--- src/rtl/pop_scheduler_pkg.sv ---
// Shared types for the two-lane pop scheduler: FSM state encoding and lane identifiers.
package pop_scheduler_pkg;

  typedef enum logic [1:0] {
    StIdle   = 2'd0,
    StActive = 2'd1,
    StDrain  = 2'd2
  } state_e;

  localparam logic LANE0 = 1'b0;
  localparam logic LANE1 = 1'b1;

endpackage

--- src/rtl/pop_arbiter_core.sv ---
// Lane eligibility, strict lane-0 priority and lane-1 anti-starvation selection.
module pop_arbiter_core #(
  parameter int unsigned STARVE_MAX = 4
) (
  input  logic       clk,
  input  logic       reset,
  input  logic       issue_i,
  input  logic [1:0] empty_i,
  input  logic [1:0] almost_empty_i,
  input  logic [1:0] almostfull_i,
  output logic [1:0] pop_o
);

  localparam int unsigned StarveW = $clog2(STARVE_MAX + 1);
  localparam logic [StarveW-1:0] StarveMax = StarveW'(STARVE_MAX);

  logic [1:0]         pop_q;
  logic [1:0]         elig;
  logic               force_lane1;
  logic [StarveW-1:0] starve_q, starve_d;

  always_comb begin
    // A lane holding its last word cannot be popped again before its empty flag updates.
    elig        = ~empty_i & ~almostfull_i & ~(almost_empty_i & pop_q);
    force_lane1 = (starve_q == StarveMax) && elig[1];
    pop_o       = 2'b00;
    if (issue_i) begin
      if (force_lane1) begin
        pop_o[1] = 1'b1;
      end else if (elig[0]) begin
        pop_o[0] = 1'b1;
      end else if (elig[1]) begin
        pop_o[1] = 1'b1;
      end
    end
    starve_d = starve_q;
    if (pop_o[1]) begin
      starve_d = '0;
    end else if (pop_o[0] && elig[1] && (starve_q != StarveMax)) begin
      starve_d = starve_q + StarveW'(1);
    end
  end

  always_ff @(posedge clk or posedge reset) begin
    if (reset) begin
      pop_q    <= 2'b00;
      starve_q <= '0;
    end else begin
      pop_q    <= pop_o;
      starve_q <= starve_d;
    end
  end

endmodule

--- src/rtl/pop_scheduler.sv ---
// Two-lane FIFO pop scheduler: FSM, two-stage read pipeline and per-lane grant counters.
module pop_scheduler
  import pop_scheduler_pkg::*;
#(
  parameter int unsigned DATA_SIZE  = 8,
  parameter int unsigned STARVE_MAX = 4
) (
  input  logic                 clk,
  input  logic                 reset,
  input  logic                 enable,
  input  logic                 fifo_empty0,
  input  logic                 fifo_empty1,
  input  logic                 fifo0_almost_empty,
  input  logic                 fifo1_almost_empty,
  input  logic                 fifo_up0_almostfull,
  input  logic                 fifo_up1_almostfull,
  input  logic [DATA_SIZE-1:0] in0,
  input  logic [DATA_SIZE-1:0] in1,
  output logic                 pop_0,
  output logic                 pop_1,
  output logic [DATA_SIZE-1:0] out_data,
  output logic                 out_valid,
  output logic                 out_lane,
  output logic                 busy,
  output logic [15:0]          grant_cnt0,
  output logic [15:0]          grant_cnt1
);

  state_e               state_q, state_d;
  logic [1:0]           pop;
  logic                 issue;
  logic                 s1_valid_q, s1_lane_q;
  logic                 out_valid_q, out_lane_q;
  logic [DATA_SIZE-1:0] out_data_q;
  logic [15:0]          cnt0_q, cnt1_q;

  assign issue = (state_q == StActive) && enable;

  pop_arbiter_core #(
    .STARVE_MAX(STARVE_MAX)
  ) u_arbiter (
    .clk            (clk),
    .reset          (reset),
    .issue_i        (issue),
    .empty_i        ({fifo_empty1, fifo_empty0}),
    .almost_empty_i ({fifo1_almost_empty, fifo0_almost_empty}),
    .almostfull_i   ({fifo_up1_almostfull, fifo_up0_almostfull}),
    .pop_o          (pop)
  );

  always_comb begin
    state_d = state_q;
    unique case (state_q)
      StIdle:   if (enable) state_d = StActive;
      StActive: if (!enable) state_d = StDrain;
      StDrain: begin
        // The output stage completes on its own; only a word awaiting capture blocks IDLE.
        if (enable) begin
          state_d = StActive;
        end else if (!s1_valid_q) begin
          state_d = StIdle;
        end
      end
      default:  state_d = StIdle;
    endcase
  end

  always_ff @(posedge clk or posedge reset) begin
    if (reset) begin
      state_q     <= StIdle;
      s1_valid_q  <= 1'b0;
      s1_lane_q   <= LANE0;
      out_valid_q <= 1'b0;
      out_lane_q  <= LANE0;
      out_data_q  <= '0;
      cnt0_q      <= '0;
      cnt1_q      <= '0;
    end else begin
      state_q     <= state_d;
      s1_valid_q  <= pop[0] | pop[1];
      s1_lane_q   <= pop[1] ? LANE1 : LANE0;
      out_valid_q <= s1_valid_q;
      if (s1_valid_q) begin
        out_lane_q <= s1_lane_q;
        out_data_q <= (s1_lane_q == LANE1) ? in1 : in0;
      end
      if (pop[0]) cnt0_q <= cnt0_q + 16'd1;
      if (pop[1]) cnt1_q <= cnt1_q + 16'd1;
    end
  end

  assign pop_0      = pop[0];
  assign pop_1      = pop[1];
  assign out_data   = out_data_q;
  assign out_valid  = out_valid_q;
  assign out_lane   = out_lane_q;
  assign busy       = (state_q == StActive) || (state_q == StDrain);
  assign grant_cnt0 = cnt0_q;
  assign grant_cnt1 = cnt1_q;

endmodule

--- config.mk ---
export PLATFORM = sky130hd
export DESIGN_NAME = pop_scheduler
export DESIGN_NICKNAME = d
export VERILOG_FILES = /design/src/rtl/pop_scheduler_pkg.sv /design/src/rtl/pop_arbiter_core.sv /design/src/rtl/pop_scheduler.sv
export SDC_FILE = /design/constraint.sdc
export NUM_CORES = 1
export LEC_CHECK = 0
export BUFFER_PORTS_ARGS = -buffer_cell sky130_fd_sc_hd__buf_2
export CAP_MARGIN = 40
export CORE_MARGIN = 4
export CORE_UTILIZATION = 54
export DETAILED_ROUTE_END_ITERATION = 16
export GPL_ROUTABILITY_DRIVEN = 1
export PLACE_DENSITY = 0.83
export SYNTH_ARGS = -nofsm -noshare
export SYNTH_HDL_FRONTEND = slang
export SYNTH_HIERARCHICAL = 1
export SYNTH_SLANG_ARGS = --single-unit
--- constraint.sdc ---
create_clock -name clk -period 3.6 [get_ports clk]
set_input_delay 0.72 -clock clk [delete_from_list [all_inputs] [get_ports clk]]
set_output_delay 0.72 -clock clk [all_outputs]
set_load 0.01 [all_outputs]
# Word level (Yosys, flattened, before mapping)
# Index checks and enable logic that the tools add are counted.
[classes]
n_addsub = 3
eq_ne = 7
mux = 15
n_bitwise = 7
n_reduce_logical = 8
[ops]
columns = ["cell", "n"]
rows = [
  ["16-bit by 1-bit adder with 16-bit output (second input constant)", 2],
  ["2-bit two-way mux", 5],
  ["8-bit two-way mux", 1],
  ["2-bit AND", 3],
  ["1-bit two-way mux", 6],
  ["3-bit two-way mux", 2],
  ["3-bit inequality test (second input constant)", 2],
  ["2-bit NOT", 3],
  ["2-bit case mux with 3 select lines", 1],
  ["1-bit logical AND", 4],
  ["2-bit inequality test (second input constant)", 2],
  ["3-bit by 1-bit adder with 3-bit output (second input constant)", 1],
  ["3-bit == test (second input constant)", 1],
  ["3-bit AND reduction", 1],
  ["2-bit by 1-bit == test with 1-bit output (second input constant)", 1],
  ["2-bit == test (second input constant)", 1],
  ["2-bit zero test", 1],
  ["2-bit nonzero test", 1],
  ["1-bit logical OR", 1],
  ["1-bit OR", 1],
]
[totals]
regBits = 51
in_bits = 25
output_inout_bits = 45

# Depth between registers and ports, before layout
[logic_depth]
ltp_word = 11
depth_mapped = 10

# Modules after synthesis
# Netlist, hierarchy kept.
[by_module_without_submodules]
columns = ["mod", "instances", "cells_per_inst", "area_each_um2", "seq_area_each_um2"]
rows = [
  ["pop_scheduler", 1, 169, 2049.5, 1151.1],
  ["pop_arbiter_core", 1, 26, 281.5, 125.1],
]

# Worst setup path before layout
# Ideal clock, no wire load.
[synth_timing]
kind = "input port to flip-flop"
start = "input fifo1_almost_empty"
end = "register cnt1_q[9] (netlist: grant_cnt1[9])"
setup_ps = 79
arrival_ps = 2494
slack_ps = 1026
path_stages = 7
cell_sequence = "a211oi_4 -> nand2_1 -> a21oi_1 -> nand4_1 -> nor2_2 -> and3_1 -> xor2_1"
[synth_via]
elab_chain_len = 7
word_cells_on_any_way = 8
[synth_rtl]
columns = ["element", "line_no", "rtl"]
rows = [
  ["from (decl)", "pop_scheduler.sv:14", "input logic fifo1_almost_empty,"],
  ["2-bit AND (*)", "pop_arbiter_core.sv:24", "elig = ~empty_i & ~almostfull_i & ~(almost_empty_i & pop_q);"],
  ["2-bit NOT (*)", "pop_arbiter_core.sv:24", ""],
  ["2-bit AND (*)", "pop_arbiter_core.sv:24", ""],
  ["1-bit two-way mux", "pop_arbiter_core.sv:32", "end else if (elig[1]) begin"],
  ["1-bit two-way mux", "pop_arbiter_core.sv:30", "end else if (elig[0]) begin"],
  ["1-bit two-way mux (*)", "pop_arbiter_core.sv:28", "if (force_lane1) begin"],
  ["2-bit two-way mux (*)", "pop_arbiter_core.sv:27", "if (issue_i) begin"],
  ["via pop_1", "pop_scheduler.sv:20", "output logic pop_1,"],
  ["to (signal assigned)", "pop_scheduler.sv:88", "if (pop[1]) cnt1_q <= cnt1_q + 16'd1;"],
  ["to (decl)", "pop_scheduler.sv:35", "logic [15:0] cnt0_q, cnt1_q;"],
]
# Mark *: on every way through the listed nets, which the timed path passes. The rest lies on a longest branch.
# A chain may end at the register's enable or synchronous reset.

# Worst setup path in the final report
[layout_timing]
start = "register state_q[1]"
end = "output pop_1"
[layout_via]
elab_chain_len = 3
[layout_rtl]
columns = ["element", "line_no", "rtl"]
rows = [
  ["from (decl)", "pop_scheduler.sv:29", "state_e state_q, state_d;"],
  ["from (signal assigned)", "pop_scheduler.sv:70", "state_q <= StIdle;"],
  ["from (signal assigned)", "pop_scheduler.sv:79", "state_q <= state_d;"],
  ["2-bit by 1-bit == test with 1-bit output", "pop_scheduler.sv:37", "assign issue = (state_q == StActive) && enable;"],
  ["1-bit logical AND", "pop_scheduler.sv:37", ""],
  ["via issue", "pop_scheduler.sv:31", "logic issue;"],
  ["2-bit two-way mux", "pop_arbiter_core.sv:27", ""],
  ["to (decl)", "pop_scheduler.sv:20", ""],
]
# The timed path passes the listed nets, and every way through them passes these cells.

==> metrics.md <==
| Metric | Value |
|---|---|
| Status | `completed` |
| Gr usage total | `17.0%` |
| CTS tree | `built` |
| Vias per cell | `5.16` |
| Num ports | `70` |
| Clock slew at reported path FFs | `80 ps` |
| Ratio of cells with drive above 1 in the final layout | `34.7%` |
| Mapped cell area | `2330 um^2` |
| Die W | `73.7 um` |
| R2r startpoint | `state_q[1]$_DFFE_PP0P_` |
| Initial core utilization | `57.0%` |
| VDD IR max | `0.351 mV` |
| RSZ-0062 raised after global routing | `no` |
| CTS Sinks | `51` |
| Cells after Synth | `195` |
| Max-cap violations | `0` |
| Final Wtd Congestion | `0.742` |
| Pre-Repair DR Iteration Count | `4` |
| Clock skew | `2.80 ps` |
| # diodes | `0` |
| Setup TNS Final | `0 ps` |
| Arrival @ worst endpoint | `1810 ps` |
| Final slew viol count | `0` |
| Commonest cells after routing, fill and taps aside | `buf_2 (69), dfrtp_1 (51), xnor2_1 (17), nor2_1 (16), xor2_1 (13)` |
| Fin util | `69.8%` |
| # DRC | `0` |
| Setup slack, reg-to-reg | `1350 ps` |
| Worst-margin pin slew | `532 ps` |
| Avg Cell Area, Syn | `12.0 um^2` |
| Fillers | `301` |
| Cell leakage power | `1.51 nW` |
| Setup WS post-layout | `1070 ps` |
| # rows | `23` |
| Place WS | `1080 ps` |
| Top cell type's share of synthesized area | `54.8%` |
| Final worst path period need | `2530 ps` |
| Input/output buffers | `69` |
| Area grow syn2layout | `22.4%` |
| Grt total ovfl | `0` |
| Top cells by area, synth | `dfrtp_1 (55%), xnor2_1 (6.4%), xor2_1 (4.9%)` |
| Max frequency | `394 MHz` |
| Cell taking the most area after synthesis | `dfrtp_1` |
| Initial DRC Count | `84` |
| CP Capture Type | `output pin` |
| Wire length per cell | `13.4 um` |
| Largest net degree at the start of global routing | `41` |
| Maximum count of clock buffers along a single path | `2` |
| Worst-path fanout max | `10` |
| Data required time of the worst path | `2880 ps` |
| Leading cell type in the layout, fill and taps excluded | `buf_2` |
| Post-CTS setup buffers | `0` |
| Reg2reg path depth | `10` |
| Worst slew margin | `64.5%` |
| Final setup vio count | `0` |
| Hold WC Path Type | `input pin to async pin` |
| Die Span Y | `73.7 um` |
| Syn_nets | `229` |
| Pwr Total | `1.52 mW` |
| Fin nets | `304` |
| Initial antenna violation count | `0` |
| Register bit total from synthesis | `51` |
| Htree depth | `2` |
| Hold_buf cts | `0` |
| TritonCTS Buffers | `5` |
| Seq/Total Area, Yosys | `54.8%` |
| Yosys warnings | `6` |
| Die footprint | `5430 um^2` |
| R2R Path End | `grant_cnt1[9]$_DFFE_PP0P_` |
| Post-detail-place hpwl | `3330 um` |
| Resized cells post-CTS | `0` |
| Root Buffer | `clkbuf_8` |
| PD cells | `533 nW/um^2` |
| Routed vias | `1657` |
| Worst setup path category | `flop to output pin` |
| ANT nets after route | `0` |
| Global-route wire length before repair | `7000 um` |
| Period utilization | `70.4%` |
| Vias in the first global route | `1600` |
| Final hold violation count | `0` |
| Worst hold margin | `316 ps` |
| Yosys cell types | `34` |
| Floorplan core area | `4090 um^2` |
| DRT Wirelength | `4290 um` |
| Later-pin clock latency in the skew report | `290 ps` |
| Type of origin of the critical path | `flop` |
[worst max-delay path, stage by stage (launching register included)]
cell,delay (ps)
dfrtp_1,410
inv_1,120
ha_1,150
and2_1,240
nand2_1,140
a21oi_1,140
buf_4,180
buf_2,140
[state kept, by name (all words and copies together), names as in the netlist]
name                cells
grant_cnt0             16
grant_cnt1             16
out_data                8
out_lane                1
out_valid               1
s1_lane_q               1
s1_valid_q              1
state_q                 2
u_arbiter/pop_q         2
u_arbiter/starve_q      3
[report_power, final]
part	internal [mW]	total (mW)	switching [mW]
logic	0.188	0.400	0.212
registers	0.678	0.780	0.102
clock network	0.175	0.342	0.167
total	1.04	1.52	0.481
[per-stage QoR]
stage	cell area [um^2]	instances
final	2850	321
after floorplan	2330	195
after global placement	2730	312
after detailed placement	2750	313
after CTS	2850	321
after global routing	2850	321
[Yosys cell counts (all sizes together)]
cell type / number
nor4: 2
nor2: 17
buf: 3
xor2: 13
nand4: 11
a211oi: 2
nor3: 2
a21oi: 12
a31oi: 1
dfrtp: 51
clkbuf: 1
mux2: 5
xnor2: 17
and4: 1
nand3: 7
mux2i: 8
inv: 8
o2bb2ai: 2
nand3b: 1
a211o: 1
and2: 1
or2: 1
ha: 9
o21bai: 1
o311ai: 1
nand2: 11
and3: 6
[per-layer routing]
| layer | vias to the layer above | track usage, % | routed length (um) |
|---|---|---|---|
| met2 | 63 | 26.1 | 1930 |
| met5 | - | 0 | 0 |
| met1 | 772 | 22.3 | 1920 |
| met4 | 0 | 6.04 | 39 |
| li1 | 816 | - | - |
| met3 | 6 | 5.88 | 409 |
[cells by family (layout without fill, tap and decap cells)]
| kind of cell | count (synthesis) | in the layout | synth area share [%] |
|---|---|---|---|
| and+or+nand+nor | 60 | 60 | 15.1 |
| DFF | 51 | 51 | 54.8 |
| xor gates and xnor gates | 30 | 30 | 11.3 |
| AOI/OAI and AO/OA | 20 | 20 | 6.07 |
| muxes | 13 | 13 | 5.85 |
| buffers and inverters | 12 | 88 | 2.15 |
| adders and majority gates | 9 | 9 | 4.83 |
[layout make-up]
| type | count | area, um^2 | share of cell area [%] |
|---|---|---|---|
| multi-input combinational | 132 | 1000 | 35.2 |
| timing repair buffer | 72 | 380 | 13.3 |
| inverter | 8 | 30.0 | 1.05 |
| tap | 50 | 62.6 | 2.19 |
| sequential | 51 | 1280 | 44.7 |
| clock buffer | 8 | 100 | 3.51 |
[worst max-delay path by stage]
stage                                      start                          to  depth (start not counted)
after floorplan               fifo1_almost_empty   grant_cnt1[9]$_DFFE_PP0P_                          7
after global placement        fifo0_almost_empty  grant_cnt0[15]$_DFFE_PP0P_                          9
after detailed placement      fifo1_almost_empty   grant_cnt1[9]$_DFFE_PP0P_                          9
after CTS                 state_q[1]$_DFFE_PP0P_                       pop_1                          7
after global routing      state_q[1]$_DFFE_PP0P_                       pop_1                          7
final                     state_q[1]$_DFFE_PP0P_                       pop_1                          7
No activity file was read; power rests on OpenSTA's default activity.
